===== src/rtl/ex_pkg.sv =====
// Shared execute-stage encodings: ALU ops, branch ops, mul/div ops, FSM states.
// Latency: n/a (types only).
// Backpressure: n/a.
package ex_pkg;

    typedef enum logic [3:0] {
        ALU_ADD  = 4'd0,
        ALU_SUB  = 4'd1,
        ALU_SLL  = 4'd2,
        ALU_SLT  = 4'd3,
        ALU_SLTU = 4'd4,
        ALU_XOR  = 4'd5,
        ALU_SRL  = 4'd6,
        ALU_SRA  = 4'd7,
        ALU_OR   = 4'd8,
        ALU_AND  = 4'd9
    } alu_op_e;

    typedef enum logic [2:0] {
        BRU_EQ  = 3'd0,
        BRU_NE  = 3'd1,
        BRU_LT  = 3'd4,
        BRU_GE  = 3'd5,
        BRU_LTU = 3'd6,
        BRU_GEU = 3'd7
    } bru_op_e;

    typedef enum logic [2:0] {
        MD_MUL   = 3'd0,
        MD_MULH  = 3'd1,
        MD_MULHU = 3'd2,
        MD_DIV   = 3'd3,
        MD_DIVU  = 3'd4,
        MD_REM   = 3'd5,
        MD_REMU  = 3'd6,
        MD_NONE  = 3'd7
    } md_op_e;

    typedef enum logic [1:0] {
        IDLE = 2'd0,
        BUSY = 2'd1,
        DONE = 2'd2
    } state_e;

endpackage


===== src/rtl/muldiv_iter.sv =====
// Iterative shift-add multiplier / restoring divider, one bit per cycle on magnitudes.
// Latency: XLEN cycles from start; done pulses with result valid in the final cycle.
// Backpressure: none; caller captures result on done, abort cancels at any time.
module muldiv_iter
    import ex_pkg::*;
#(
    parameter int XLEN = 32
) (
    input  logic            clk,
    input  logic            rst_n,
    input  logic            start,
    input  logic            abort,
    input  logic [2:0]      op,
    input  logic [XLEN-1:0] a,
    input  logic [XLEN-1:0] b,
    output logic            done,
    output logic [XLEN-1:0] result
);
    localparam int CW = $clog2(XLEN);

    logic            busy;
    logic [CW-1:0]   cnt;
    logic [2:0]      op_q;
    logic [2*XLEN-1:0] acc, acc_nxt, prod;
    logic [XLEN-1:0] opnd, a_q;
    logic            a_neg_q, b_neg_q, b_zero_q;

    logic            sgn_op, mul_op, a_neg, b_neg;
    logic [XLEN-1:0] a_abs, b_abs, quo, rem;
    logic [XLEN:0]   mul_sum, div_shift, div_diff;

    // Sign handling at start: only MULH/DIV/REM treat operands as signed.
    always_comb begin
        sgn_op = (op == MD_MULH) || (op == MD_DIV) || (op == MD_REM);
        mul_op = (op == MD_MUL) || (op == MD_MULH) || (op == MD_MULHU);
        a_neg  = sgn_op && a[XLEN-1];
        b_neg  = sgn_op && b[XLEN-1];
        a_abs  = a_neg ? -a : a;
        b_abs  = b_neg ? -b : b;
    end

    // One iteration: mul adds multiplicand into the high half and shifts right;
    // div shifts remainder:quotient left and subtracts the divisor when it fits.
    always_comb begin
        mul_sum   = {1'b0, acc[2*XLEN-1:XLEN]} + (acc[0] ? {1'b0, opnd} : '0);
        div_shift = {acc[2*XLEN-1:XLEN], acc[XLEN-1]};
        div_diff  = div_shift - {1'b0, opnd};
        if (op_q <= MD_MULHU)
            acc_nxt = {mul_sum, acc[XLEN-1:1]};
        else if (!div_diff[XLEN])
            acc_nxt = {div_diff[XLEN-1:0], acc[XLEN-2:0], 1'b1};
        else
            acc_nxt = {div_shift[XLEN-1:0], acc[XLEN-2:0], 1'b0};
    end

    assign done = busy && (cnt == CW'(XLEN - 1));

    // Result is formed from the post-final-step value so it is ready in the done cycle.
    always_comb begin
        prod   = (a_neg_q ^ b_neg_q) ? -acc_nxt : acc_nxt;
        quo    = acc_nxt[XLEN-1:0];
        rem    = acc_nxt[2*XLEN-1:XLEN];
        result = '0;
        case (op_q)
            MD_MUL:   result = prod[XLEN-1:0];
            MD_MULH:  result = prod[2*XLEN-1:XLEN];
            MD_MULHU: result = prod[2*XLEN-1:XLEN];
            MD_DIV:   result = b_zero_q ? '1 : ((a_neg_q ^ b_neg_q) ? -quo : quo);
            MD_DIVU:  result = b_zero_q ? '1 : quo;
            MD_REM:   result = b_zero_q ? a_q : (a_neg_q ? -rem : rem);
            MD_REMU:  result = b_zero_q ? a_q : rem;
            default:  result = '0;
        endcase
    end

    // Operand capture on start, then one step per cycle until done or abort.
    always_ff @(posedge clk or negedge rst_n) begin
        if (!rst_n) begin
            busy     <= 1'b0;
            cnt      <= '0;
            op_q     <= '0;
            acc      <= '0;
            opnd     <= '0;
            a_q      <= '0;
            a_neg_q  <= 1'b0;
            b_neg_q  <= 1'b0;
            b_zero_q <= 1'b0;
        end else if (abort) begin
            busy <= 1'b0;
            cnt  <= '0;
        end else if (start) begin
            busy     <= 1'b1;
            cnt      <= '0;
            op_q     <= op;
            a_q      <= a;
            a_neg_q  <= a_neg;
            b_neg_q  <= b_neg;
            b_zero_q <= (b == '0);
            opnd     <= mul_op ? a_abs : b_abs;
            acc      <= {{XLEN{1'b0}}, (mul_op ? b_abs : a_abs)};
        end else if (busy) begin
            acc <= acc_nxt;
            cnt <= done ? '0 : cnt + 1'b1;
            if (done)
                busy <= 1'b0;
        end
    end

endmodule


===== src/rtl/ex_stage_mc.sv =====
// Multi-cycle execute stage: forwarding, ALU/BRU in one cycle, iterative mul/div.
// Latency: 1 cycle for ALU/branch ops, XLEN+1 cycles for mul/div.
// Backpressure: outputs hold while out_ready=0; in_ready drops while busy or stalled.
module ex_stage_mc
    import ex_pkg::*;
#(
    parameter int XLEN = 32,
    parameter int NFWD = 2
) (
    input  logic                 clk,
    input  logic                 rst_n,
    input  logic                 in_valid,
    output logic                 in_ready,
    input  logic [4:0]           rs1,
    input  logic [4:0]           rs2,
    input  logic [XLEN-1:0]      rs1_data,
    input  logic [XLEN-1:0]      rs2_data,
    input  logic [XLEN-1:0]      imm,
    input  logic [XLEN-1:0]      pc,
    input  logic                 alu_src,
    input  logic [3:0]           alu_op,
    input  logic [2:0]           bru_op,
    input  logic                 branch,
    input  logic                 md_en,
    input  logic [2:0]           md_op,
    input  logic [NFWD*5-1:0]    fwd_rd,
    input  logic [NFWD-1:0]      fwd_we,
    input  logic [NFWD*XLEN-1:0] fwd_data,
    input  logic                 flush,
    output logic                 out_valid,
    input  logic                 out_ready,
    output logic [XLEN-1:0]      result,
    output logic                 branch_taken,
    output logic [XLEN-1:0]      branch_target
);
    localparam int SHW = $clog2(XLEN);

    state_e          state, state_nxt;
    logic [NFWD-1:0] hit_a, hit_b;
    logic [XLEN-1:0] src_a, src_b, alu_b, alu_res, md_result;
    logic [SHW-1:0]  shamt;
    logic            br_take, accept, md_done;

    // Per-source match; x0 never matches so it always reads as zero.
    for (genvar k = 0; k < NFWD; k++) begin : g_fwd
        assign hit_a[k] = fwd_we[k] && (rs1 != 5'd0) && (fwd_rd[k*5 +: 5] == rs1);
        assign hit_b[k] = fwd_we[k] && (rs2 != 5'd0) && (fwd_rd[k*5 +: 5] == rs2);
    end

    // Priority select: walk oldest to youngest so the lowest index wins.
    always_comb begin
        src_a = rs1_data;
        src_b = rs2_data;
        for (int k = NFWD - 1; k >= 0; k--) begin
            if (hit_a[k]) src_a = fwd_data[k*XLEN +: XLEN];
            if (hit_b[k]) src_b = fwd_data[k*XLEN +: XLEN];
        end
    end

    // ALU; operand B may be the immediate, branch compare always uses rs2.
    always_comb begin
        alu_b   = alu_src ? imm : src_b;
        shamt   = alu_b[SHW-1:0];
        alu_res = '0;
        case (alu_op)
            ALU_ADD:  alu_res = src_a + alu_b;
            ALU_SUB:  alu_res = src_a - alu_b;
            ALU_SLL:  alu_res = src_a << shamt;
            ALU_SLT:  alu_res = {{(XLEN-1){1'b0}}, $signed(src_a) < $signed(alu_b)};
            ALU_SLTU: alu_res = {{(XLEN-1){1'b0}}, src_a < alu_b};
            ALU_XOR:  alu_res = src_a ^ alu_b;
            ALU_SRL:  alu_res = src_a >> shamt;
            ALU_SRA:  alu_res = $signed(src_a) >>> shamt;
            ALU_OR:   alu_res = src_a | alu_b;
            ALU_AND:  alu_res = src_a & alu_b;
            default:  alu_res = '0;
        endcase
    end

    // Branch resolution unit.
    always_comb begin
        br_take = 1'b0;
        case (bru_op)
            BRU_EQ:  br_take = (src_a == src_b);
            BRU_NE:  br_take = (src_a != src_b);
            BRU_LT:  br_take = ($signed(src_a) < $signed(src_b));
            BRU_GE:  br_take = ($signed(src_a) >= $signed(src_b));
            BRU_LTU: br_take = (src_a < src_b);
            BRU_GEU: br_take = (src_a >= src_b);
            default: br_take = 1'b0;
        endcase
    end

    assign in_ready = (state == IDLE) && (!out_valid || out_ready);
    assign accept   = in_valid && in_ready && !flush;

    muldiv_iter #(.XLEN(XLEN)) u_muldiv (
        .clk    (clk),
        .rst_n  (rst_n),
        .start  (accept && md_en),
        .abort  (flush),
        .op     (md_op),
        .a      (src_a),
        .b      (src_b),
        .done   (md_done),
        .result (md_result)
    );

    // State register.
    always_ff @(posedge clk or negedge rst_n) begin
        if (!rst_n) state <= IDLE;
        else        state <= state_nxt;
    end

    // Next state: single-cycle ops never leave IDLE; flush always wins.
    always_comb begin
        state_nxt = state;
        case (state)
            IDLE:    if (accept && md_en) state_nxt = BUSY;
            BUSY:    if (md_done)         state_nxt = DONE;
            DONE:    if (out_ready)       state_nxt = IDLE;
            default: state_nxt = IDLE;
        endcase
        if (flush) state_nxt = IDLE;
    end

    // Output register: load on ALU accept or mul/div completion, drop on handshake.
    always_ff @(posedge clk or negedge rst_n) begin
        if (!rst_n) begin
            out_valid     <= 1'b0;
            result        <= '0;
            branch_taken  <= 1'b0;
            branch_target <= '0;
        end else if (flush) begin
            out_valid <= 1'b0;
        end else if (accept && !md_en) begin
            out_valid     <= 1'b1;
            result        <= alu_res;
            branch_taken  <= branch && br_take;
            branch_target <= pc + imm;
        end else if (state == BUSY && md_done) begin
            out_valid    <= 1'b1;
            result       <= md_result;
            branch_taken <= 1'b0;
        end else if (out_valid && out_ready) begin
            out_valid <= 1'b0;
        end
    end

endmodule


===== config.mk =====
export PLATFORM = sky130hd
export DESIGN_NAME = ex_stage_mc
export DESIGN_NICKNAME = d
export VERILOG_FILES = /design/src/rtl/ex_pkg.sv /design/src/rtl/muldiv_iter.sv /design/src/rtl/ex_stage_mc.sv
export SDC_FILE = /design/constraint.sdc
export NUM_CORES = 2
export LEC_CHECK = 0
export CORE_AREA = 2 2 273 275
export DETAILED_ROUTE_END_ITERATION = 8
export DIE_AREA = 0 0 275 277
export GPL_TIMING_DRIVEN = 0
export MAX_ROUTING_LAYER = met4
export PLACE_DENSITY = 0.67
export SETUP_SLACK_MARGIN = 0.5
export SLEW_MARGIN = 20
export SYNTH_ARGS = -nofsm -noshare
export SYNTH_HDL_FRONTEND = slang
export SYNTH_SLANG_ARGS = --single-unit

===== constraint.sdc =====
create_clock -name clk -period 5.13 [get_ports clk]
set_clock_uncertainty 0.1 [all_clocks]
set_input_delay 0.513 -clock clk [delete_from_list [all_inputs] [get_ports clk]]
set_output_delay 0.513 -clock clk [all_outputs]
set_load 0.01 [all_outputs]

== Word level (Yosys, flattened, before mapping) ==
Cells that the tools add are included.

* Bits of input ports: 232
* Output and inout port bits: 67
* Register bits: 208
* Logic and storage cells: 166

* $add $sub $neg: 11
* Multiplexer cells: 45
* Equality and inequality tests: 36
* Bitwise gates (word level): 5
* Reductions and logical operators: 45
* Magnitude comparators: 7
* Shift operators: 3

{| class="wikitable"
|+ Operators with widths
! kind !! number
|-
| 32-bit 2-to-1 mux || 18
|-
| 64-bit 2-to-1 mux || 5
|-
| 32-bit one-hot mux with 10 select lines || 1
|-
| 32-bit one-hot mux with 6 select lines || 1
|-
| 32-bit less-than comparator || 4
|-
| 32-bit negator || 4
|-
| 32-bit adder || 2
|-
| 32-bit greater-or-equal comparator || 2
|-
| 64-bit negator || 1
|-
| 32-bit by 33-bit adder with 33-bit output || 1
|-
| 33-bit by 32-bit subtractor with 33-bit output || 1
|-
| 32-bit AND || 1
|-
| 32-bit equality test || 1
|-
| 32-bit zero test || 1
|-
| 32-bit inequality test || 1
|-
| 32-bit bitwise OR || 1
|-
| 32-bit by 5-bit left shift with 32-bit output || 1
|-
| 32-bit by 5-bit right shift with 32-bit output || 1
|-
| 32-bit by 5-bit >>> shifter with 32-bit output || 1
|-
| 32-bit subtractor || 1
|-
| 32-bit bitwise XOR || 1
|-
| 3-bit equality test, second input constant || 8
|-
| 5-bit equality test || 4
|-
| 5-bit 2-to-1 mux || 4
|-
| 32 further kinds || 86
|}

== Depth between registers and ports, before layout ==
* Depth in word-level cells: 9
* Mapped depth: 27
* Gate-level depth less buffers: 23

== Modules after synthesis ==
A second synthesis with hierarchy kept.

* Cell total of the unflattened synthesis: 4566
* Area, all modules: 32786.4 µm²

{| class="wikitable"
|+ Modules (own cells, without submodules)
! module !! cells an instance !! instances !! area an instance (µm²) !! sequential area each (µm²)
|-
| muldiv_iter || 2262 || 1 || 16407.0 || 3503.4
|-
| ex_stage_mc || 2304 || 1 || 16379.5 || 1701.6
|}

== Worst setup path after synthesis ==
No wires, ideal clock.

* Path type: input -> register
* Start point: input rs2[1]
* End point: register result[31]
* Setup time: 82 ps
* Arrival: 5949 ps
* Slack: -1001 ps
* Required time: 4948 ps
* Cell stages on the path: 27
* Buffers on the path: 6
* Cells stage by stage: or4_1 -> o211ai_2 -> or2_2 -> buf_2 -> nand3_1 -> o21ai_0 -> o21a_1 -> clkbuf_1 -> clkbuf_1 -> clkbuf_1 -> clkbuf_1 -> ha_1 -> clkbuf_1 -> nor3_1 -> o21ai_0 -> nand3_1 -> a21oi_1 -> o311a_1 -> a211o_1 -> o211ai_1 -> a21oi_1 -> o21bai_1 -> a221oi_1 -> o41ai_1 -> o21ai_0 -> a31o_2 -> a31oi_1

* Longest elaborated chain between the ends: 9
* Elaborated cells between the ends (all ways): 20
* Classes of those cells: add/sub (2); eq/ne (2); shift (3); mux (5); bitwise (3); reduce/logical (5)

{| class="wikitable"
|+ Ends and longest elaborated chain
! what !! line !! RTL
|-
| start: declaration || ex_stage_mc.sv:15 || <nowiki>input logic [4:0] rs2,</nowiki>
|-
| 5-bit nonzero test || ex_stage_mc.sv:47 || <nowiki>assign hit_b[k] = fwd_we[k] && (rs2 != 5'd0) && (fwd_rd[k*5 +: 5] == rs2);</nowiki>
|-
| 1-bit logical AND (2 in series) || ex_stage_mc.sv:47 ||
|-
| 32-bit 2-to-1 mux || ex_stage_mc.sv:56 || <nowiki>if (hit_b[k]) src_b = fwd_data[k*XLEN +: XLEN];</nowiki>
|-
| 32-bit 2-to-1 mux * || ex_stage_mc.sv:56 ||
|-
| 32-bit 2-to-1 mux * || ex_stage_mc.sv:62 || <nowiki>alu_b = alu_src ? imm : src_b;</nowiki>
|-
| 32-bit subtractor (tied with other cells) || ex_stage_mc.sv:67 || <nowiki>ALU_SUB: alu_res = src_a - alu_b;</nowiki>
|-
| 32-bit one-hot mux with 10 select lines * || ex_stage_mc.sv:65 || <nowiki>case (alu_op)</nowiki>
|-
| 32-bit 2-to-1 mux * || ex_stage_mc.sv:136 || <nowiki>end else if (accept && !md_en) begin</nowiki>
|-
| end signal: assignment || ex_stage_mc.sv:138 || <nowiki>result <= alu_res;</nowiki>
|-
| end signal: assignment || ex_stage_mc.sv:143 || <nowiki>result <= md_result;</nowiki>
|-
| end: declaration || ex_stage_mc.sv:32 || <nowiki>output logic [XLEN-1:0] result,</nowiki>
|}

Mark *: on every way between the ends. The rest lies on a longest branch, timed or not.
A chain may end at the register's enable or synchronous reset.

== Final worst setup path ==
* Start point: input rs2[2]
* End point: register result[31]

Same word-level chain as after synthesis.

==> run metrics <==
run status=finished, violations left; violated checks=setup timing; crit share post-route=113%; P per Cell Area=500 mW/mm^2; proportion of total power due to net switching=55.5%; HPWL Detailed=156 mm; Post-Syn Instances=4387; layout cell share with drive strength beyond 1=18.0%; synthesized-area fraction occupied by ao, oa, aoi and oai cells=32.4%; class of the worst hold path=in2async; number of enable flip-flop cells after synthesis=0; number of hold-slack violations in the final timing report=0; overall via count from detail_route=41800; area delta synth->final=34.9%; Mapped Avg Cell Area=7.13 um^2; buffers and inverters on the worst path=7; number of max-slew violations in the final report=0; Initial Utilization=42.5%; depth of the worst register-to-register path=23; Top cell by count, worst path=buf_6; standard-cell rows=100; total iterations of the first detailed-routing run=7; routed vias/inst=7.00; total clock buffers created by CTS=27; biggest area consumer among synthesized cells=dfrtp_1; peak clock frequency supported by timing=172 MHz; most instantiated flip-flop cell in the synthesis netlist=dfrtp_1; residual overflow from global routing=0; Top-Level Pins=299; largest net degree at the start of global routing=85; endpoint type of the worst setup path=flip-flop; die outline area=0.0762 mm^2; multiplexer fraction of the synthesized cell area=7.09%; post-detailed-route wirelength per cell=34.0 um; count of routing violations after the opening detailed-route iteration=6151; final core area utilization=57.4%; number of nets in the finished design=5432; arrival time of data at the critical path endpoint=6.21 ns; sequential-to-total area share from yosys stat=16.6%; overall global routing resource usage=52.3%; net switching component of the power=11.7 mW; total length of routed wires=203 mm; total leakage power=17.2 nW; placeable core region=0.0736 mm^2; total cell area at the placement stage=0.0365 mm^2; highest cell delay on the worst timing path=0.58 ns; y dimension of the die=277 um; Async S/R FF share, synth=100%; antenna violations before repair=15; clock tree root driver cell=clkbuf_16; category of cells accounting for the largest share of critical-path delay=compound AO/OA/AOI/OAI gates; maximum VDD drop=972 uV; number of warning messages in the yosys log=0; slew at the pin closest to its max-slew limit=1.18 ns; most common library cells after synthesis=nand2_1, o21ai_0, nor2_1; Setup-failing EPs final=23; number of design rule violations left after detail routing=0; final estimated routing congestion in global placement=1.09; TritonCTS clock tree=built; Port Buffer Count=295; leading post-synthesis cells by cell area=dfrtp_1, ha_1, nand2_1, o21ai_0, mux2i_1; max-capacitance violation count=0; dominant cell by count in the synthesized netlist=nand2_1; Non-Filler Cell Area, Final=0.0422 mm^2; Worst Setup Start Kind=input port; Netlist Area Pre-Place=0.0313 mm^2; fraction of the mapped netlist area in adder cells=9.70%; setup repair after global routing missed its margin=true; Power Internal=9.40 mW; synthesized net count=4853; top-area cell type share of the netlist area=16.6%; Unique masters post-synth=114; clock-pin slew reported for the worst setup and hold paths after clock tree synthesis=0.06 ns; Clock Sink Count=208; vias in the first global route=38800; wire length of the first global-routing pass=281 mm; library cell contributing the largest single delay on the critical path=or4_4; buffers from clock root to sink, at most=3; Setup WS post-layout=-0.674 ns; required time worst endpoint=5.54 ns; shortest period the worst path allows=5.80 ns; slack of the worst reg-to-reg path=-0.44 ns; antenna-violating nets left=0; part of the total power dissipated in combinational logic=75.8%; clock network fraction of total power=10.2%; Skew-Pair Late Insertion Delay=0.61 ns; Stages on worst setup path=27; fraction of the mapped netlist area in simple logic gates=22.3%; width of the die=275 um; maximum level of the CTS H-tree=1; worst-path maximum fanout=10; post-synthesis sequential element count=208; headroom to the max-slew limit=19.2%; area share of xor/xnor cells in the synthesized design=5.82%; path type of the worst setup path=in2reg; register share of total power=14.0%; main combinational cell family by area after synthesis=compound AO/OA/AOI/OAI gates
-- worst paths after layout --
| check | end | from |
|---|---|---|
| setup / recovery | result[31] | rs2[2] |
| hold / removal | result[2] | rst_n |
| setup reg to reg | result[30] | u_muldiv.acc[31] |
| hold reg to reg | branch_target[0] | branch_target[0] |
| max in group asynchronous | u_muldiv.opnd[25] | rst_n |
| min in group clk | branch_target[0] | branch_target[0] |
-- layer usage --
layer	share of wire, %	vias to the layer above	global-route usage (%)
met5	0	-	-
met4	11	0	42.6
met3	11	1182	13.9
met2	42	3464	77.3
met1	35	19800	59.0
li1	-	17400	-
-- flip-flops by register name (all words and copies together), names as in the netlist --
name and flops:
u_muldiv.cnt 5, u_muldiv.a_neg_q 1, u_muldiv.busy 1, out_valid 1
branch_taken 1, u_muldiv.a_q 32, u_muldiv.b_neg_q 1, u_muldiv.acc 64
u_muldiv.op_q 3, branch_target 32, state 2, u_muldiv.b_zero_q 1
result 32, u_muldiv.opnd 32
-- worst reg2reg max path: cells and delay by family, from the launching register on --
family,cells,cell delay [ns]
and+or+nand+nor,4,0.91
adders and majority gates,2,0.52
AOI/OAI and AO/OA,10,2.46
buffers and inverters,7,0.98
DFF,1,0.46
-- final cells by class --
type	instances	area [um^2]
multi-input combinational	3711	27100
clock inverter	16	249
sequential	208	5210
timing repair buffer	548	5160
clock buffer	34	732
tap	969	1210
inverter	180	722
fill	6826	31400
antenna	18	45.0
buffer	290	1790
-- placed cells by master, fill, tap and decap left out, types with 150 or more instances in the layout --
master | netlist | final
nand2_1 | 594 | 587
o21ai_0 | 428 | 336
nor2_1 | 341 | 321
a21oi_1 | 318 | 282
clkdlybuf4s50_1 | 0 | 274
buf_4 | 7 | 207
ha_1 | 229 | 206
dfrtp_1 | 208 | 205
mux2i_1 | 208 | 198
clkbuf_1 | 214 | 165
inv_1 | 174 | 150
-- power groups by stage --
| stage | Sequential (mW) | Combinational, mW | Clock (mW) |
|---|---|---|---|
| 4_1_cts | 2.89 | 14.6 | 2.14 |
| 3_5_place_dp | 2.89 | 12.8 | 0 |
| 6_report | 2.96 | 16.0 | 2.15 |
| 2_1_floorplan | 2.66 | 7.85 | 0 |
| 3_3_place_gp | 2.91 | 12.6 | 0 |
| 5_1_grt | 2.96 | 16.4 | 2.21 |
-- through the flow --
step	hold WS, ns	total power, mW	instances	worst slack [ns]	TNS [ns]
3_5_place_dp	0.362	15.7	5680	-3.60	-139.89
5_1_grt	0.376	21.6	5971	-0.752	-11.40
3_3_place_gp	0.364	15.5	5651	-6.11	-1409.79
2_1_floorplan	0.117	10.5	4387	-0.103	-0.304
6_report	0.353	21.1	5974	-0.674	-10.01
4_1_cts	0.353	19.6	5883	-0.400	-4.07
-- what timing repair did --
action | in CTS | in global routing
pin swaps | 160 | 116
endpoints found under the setup margin | 111 | 61
buffers inserted | 151 | 71
gates resized for setup | 543 | 207
cloned | 1 | 1
hold buffers | 1 | 0
endpoints found under the hold margin | 49 | 0
-- cells by family (layout without fill, tap and decap cells) --
kind of cell | after synthesis | after routing
AO/OA/AOI/OAI | 1548 | 1549
AND/OR/NAND/NOR | 1492 | 1493
buffers and inverters | 470 | 1068
adder cells (fa/ha/maj) | 241 | 241
multiplexers | 220 | 220
XOR/XNOR | 208 | 208
flip-flops | 208 | 208
other | 0 | 18
(Power assumes the default switching activity.)
